==> src/rtl/count_15.sv <==
// Free-running modulo-2**WIDTH up-counter (count15 with defaults); q is the state register itself.
// Latency: one edge from reset release to first increment; no handshake, never stalls.
module count_15 #(
  parameter int unsigned          WIDTH     = 4,
  parameter logic [WIDTH-1:0]     RESET_VAL = '0
) (
  input  logic             clk,
  input  logic             reset,
  output logic [WIDTH-1:0] q
);

  // Reset wins over counting; the carry out of the top bit is simply dropped.
  always_ff @(posedge clk) begin
    if (reset) begin
      q <= RESET_VAL;
    end else begin
      q <= q + WIDTH'(1);
    end
  end

endmodule

==> config.mk <==
export PLATFORM = sky130hd
export DESIGN_NAME = count_15
export DESIGN_NICKNAME = d
export VERILOG_FILES = /design/src/rtl/count_15.sv
export SDC_FILE = /design/constraint.sdc
export NUM_CORES = 1
export LEC_CHECK = 0
export CORE_AREA = 2 2 39 41
export CTS_CLUSTER_SIZE = 20
export DETAILED_ROUTE_END_ITERATION = 6
export DIE_AREA = 0 0 41 43
export PLACE_DENSITY = 0.3
export SYNTH_ARGS = -nofsm -noshare
export SYNTH_HDL_FRONTEND = slang
export SYNTH_SLANG_ARGS = --single-unit
==> constraint.sdc <==
create_clock -name clk -period 0.9 [get_ports clk]
set_input_delay 0.27 -clock clk [delete_from_list [all_inputs] [get_ports clk]]
set_output_delay 0.27 -clock clk [all_outputs]
set_load 0.02 [all_outputs]
; ---- Word-level counts from Yosys, hierarchy flattened
; Cells that the tools add are included.
[totals]
reg_bits = 4
input_bits = 2
elab_cells = 2
output_inout_bits = 4
[classes]
addsub = 1
[op_table]
columns = op, n
row1 = $add 4x1->4 const B, 1

; ---- Depth between registers and ports, before layout
; Gate-level depths: netlist (run 1).
[depth]
word_depth = 1
ltp_mapped = 3

; ---- Least setup slack after synthesis (run 1)
; OpenSTA, ideal clock, no wires.
[synth_timing]
kind = reg2reg
from = register q[0]
to = register q[3]
stages_incl_launch_ff = 3
setup_ns = 0.121
period_less_slack_ns = 1.004
t_arrival_ns = 0.883
path_slack_ns = -0.104
path_buffers = 0
path_cell_list = dfxtp_1 -> nand3_1 -> mux2_4
[synth_between]
elab_chain_cells = 1
[synth_lines]
columns = element, line_no
row1 = "start, declared", 9  ; output logic [WIDTH-1:0] q
row2 = "start signal, assigned", 17  ; q <= q + WIDTH'(1);
row3 = $add 4x1->4, 17
; Every way passes these cells.
; A chain may end at the register's enable or synchronous reset.

; ---- Worst setup path in the final report (run 1)
[layout_timing]
from = register q[2]
to = output port q[2]
; No word-level cell between the ends.

==> out/results.md, run 1 <==
• syn_area_per_cell: 11.2 um2
• core area: 1380 um2
• number of setup violations in the final report: 5
• Arr. time, crit path: 690 ps
• area post-placement: 262 um2
• cell depth of the worst min-delay path: 3
• Area Growth Syn to Fin: 132%
• fraction of registers with async set or reset after synthesis: 0%
• largest cells by area after synthesis: sky130_fd_sc_hd__dfxtp_1 (55%), sky130_fd_sc_hd__mux2_4 (10%), sky130_fd_sc_hd__ha_1 (8.6%)
• met2 wire length: 131 um
• kind of end point of the critical path: output port
• overall routed net length: 335 um
• # port buffers: 5
• largest reg by FF count: q
• number of synthesized flops with an enable pin: 0
• final design instance area without fill: 337 um2
• vias in the first global route: 132
• number of sinks handled by clock tree synthesis: 4
• final period demand of the worst path: 962 ps
• top metal layer carrying routed signals: met3
• Synth top cells by count: sky130_fd_sc_hd__dfxtp_1 (4), sky130_fd_sc_hd__nor2_1 (3), sky130_fd_sc_hd__nor2b_1 (2)
• count of maximum capacitance violations: 0
• peak ir drop on the vdd network: 789 uV
• number of instances in the placed design: 39
• violations in the final reports: negative setup slack
• met3 routed wirelength: 38 um
• Starting Density: 10.5%
• worst flop-to-flop path endpoint: q[3]
• count of pins on the block boundary: 6
• main flop type after synthesis: sky130_fd_sc_hd__dfxtp_1
• number of different library cells in the post-synthesis netlist: 7
• path class of the lowest-slack min-delay path: input port to flip-flop
• critical path's largest stage delay: 330 ps
• register bit total from synthesis: 4
• die footprint: 1760 um2
• number of antenna repair diodes: 0
• clock edge transition at the registers on the reported setup and hold paths: 40 ps
• antenna violations before repair: 0
• max-slew violation count: 0
• number of gates on the worst path with buffers counted: 1
• CP Cell Sequence: buf_6
• number of nets in the layout: 32
• final worst-path cycle share: 107%
• ratio of cells with drive above 1 in the final layout: 81.5%
• path type of the worst setup path: flip-flop to output port
• Critical path destination: q[2]
• max FFs per register: 4
• global placement routability congestion: 0.557
• pin count of the biggest net entering global routing: 4
• logic depth of the worst register-to-register path: 3
• worst slew pin tran: 106 ps
• proportion of synthesized chip area in sequential cells: 55.2%
• clock tree from TritonCTS: yes
• PD cells: 1590 nW/um2
• area of the multi-input gates: 97.6 um2
• clock buffer count from CTS: 3
• routed vias: 136
• Via density: 3.16
• RSZ-0062 raised after global routing: yes
• Longest Clk Path Bufs: 2
• clock network latency to the later pin of the worst-skew pair: 230 ps
• Worst Path Buf+Inv: 1
• required time of the critical path: 630 ps
• post-DP HPWL: 232 um
• Crit Path Max Fanout: 2
• final worst slack: -61.7 ps
• maximum clock frequency: 1040 MHz
• # fillers: 153
• registers with the most flip-flops: q: 4 flops
• met1 layer wirelength in the final routing: 166 um
• area taken by flip-flops and latches: 90.1 um2
• Relative slew margins: 92.9%
• outcome: finished with violations
• die boundary height: 43 um
• synthesized area: 145 um2
• fraction of post-synthesis cell area in the top cell type by area: 55.2%
• gate family responsible for the most delay along the worst path: flip-flops
• syn_nets: 16
• startpoint type of the worst setup path: flip-flop
• Clock Root Buffer: sky130_fd_sc_hd__clkbuf_4
• antenna viol nets, final: 0
• most repeated cell in the gate-level netlist after synthesis: sky130_fd_sc_hd__dfxtp_1
• launching point of the worst reg2reg path: q[2]
• total track usage: 5.02%
• total number of H-tree levels: 1
• Chip Width: 41 um
• area leader, netlist: sky130_fd_sc_hd__dfxtp_1
• wire length of the first global-routing pass: 517 um
• share of the core filled with cells in the final layout: 24.3%
• Hold Violations, Final: 0
• Design Power: 535 uW
• final routed DRC violation total: 0
• Critical Path Source: q[2]
• number of violations reported at the end of detailed-routing iteration 0: 0
• register-to-register setup slack: -40 ps
• Fin Clk Skew: 4.18 ps
• GR Overflow Total: 0
• Routed wire per std cell: 7.79 um
• leakage component of the power: 0.147 nW
• critical path's slowest cell: sky130_fd_sc_hd__dfxtp_4
• number of iterations in the first detailed-routing pass: 1
• cell row count: 14
• fin cells: 43
• synthesis warning total: 0
• number of cells produced by synthesis: 13
## timing repair
action / in CTS / in global routing
hold buffers: 0 / 0
resized for setup: 30 / 2
setup buffers: 0 / 1
endpoints found under the hold margin: 0 / 0
pin swaps: 2 / 0
endpoints found under the setup margin: 7 / 7
## per-layer routing
| layer | global-route usage, % | vias up |
|---|---|---|
| met5 | 0 | - |
| met4 | 2.00 | 0 |
| met3 | 6.81 | 0 |
| met2 | 5.31 | 6 |
| met1 | 5.47 | 59 |
| li1 | - | 71 |
## where the power goes
part / internal (mW) / total [mW] / switching (mW) / leakage, nW
clock: 0.149 / 0.220 / 0.0714 / 0.0138
sequential: 0.189 / 0.199 / 0.00928 / 0.0350
combinational: 0.0710 / 0.116 / 0.0452 / 0.0981
total: 0.409 / 0.535 / 0.126 / 0.147
## worst min-delay path by stage
stage                      end  startpoint  slack [ps]
after floorplan           q[0]       reset         330
after global placement    q[0]        q[0]         510
after detailed placement  q[0]        q[0]         500
after CTS                 q[2]       reset         480
after global routing      q[1]       reset         530
final                     q[2]       reset         500
## placed cells by master (no fill, tap or decap)
cell type and count:
sky130_fd_sc_hd__ha_4 1, sky130_fd_sc_hd__mux2_4 1, sky130_fd_sc_hd__dfxtp_2 2, sky130_fd_sc_hd__dfxtp_4 2
sky130_fd_sc_hd__clkbuf_4 3, sky130_fd_sc_hd__nor2_1 3, sky130_fd_sc_hd__dlygate4sd2_1 1, sky130_fd_sc_hd__nor2b_4 1
sky130_fd_sc_hd__nand3_2 1, sky130_fd_sc_hd__nor2b_1 1, sky130_fd_sc_hd__buf_4 4, sky130_fd_sc_hd__buf_6 6
sky130_fd_sc_hd__xnor2_2 1
## area by class of cell
| class | instances | area share (%) |
|---|---|---|
| Timing Repair Buffer | 11 | 31.6 |
| Sequential cell | 4 | 26.8 |
| Clock buffer | 3 | 6.69 |
| Multi-Input combinational cell | 9 | 29.0 |
| Tap cell | 16 | 5.95 |
## worst register-to-register path, cell delays in order, from the launching register on
cell	delay (ps)
sky130_fd_sc_hd__dfxtp_4	330
sky130_fd_sc_hd__buf_4	140
sky130_fd_sc_hd__nand3_2	60
sky130_fd_sc_hd__mux2_4	290
## cells by family after synthesis
group,share of synthesized area [%]
flops,55.2
xor+xnor,6.04
fa+ha+maj,8.62
mux,10.3
simple gates,19.8
## per-stage QoR
stage          setup TNS [ps]  worst slack [ps]  hold WS (ps)
4_1_cts                  -304             -76.1           478
6_report                 -251             -61.7           496
3_5_place_dp            -1910              -304           505
5_1_grt                  -412             -86.6           530
3_3_place_gp            -1960              -308           507
2_1_floorplan               0              7.25           327
(Power assumes the default switching activity.)
==> run 2: changes to the inputs <==
CTS_BUF_LIST = sky130_fd_sc_hd__clkbuf_2 sky130_fd_sc_hd__clkbuf_4 sky130_fd_sc_hd__clkbuf_8   (was unset)
==> results of run 2 <==
Final layout, timing and power as in run 1 (identical DEF).
==> run 3: changes to the inputs <==
ABC_CLOCK_PERIOD_IN_PS = 900   (was unset)
CTS_CLUSTER_SIZE = 40   (was 20)
==> results of run 3 <==
Final layout, timing and power as in run 1 (identical DEF).
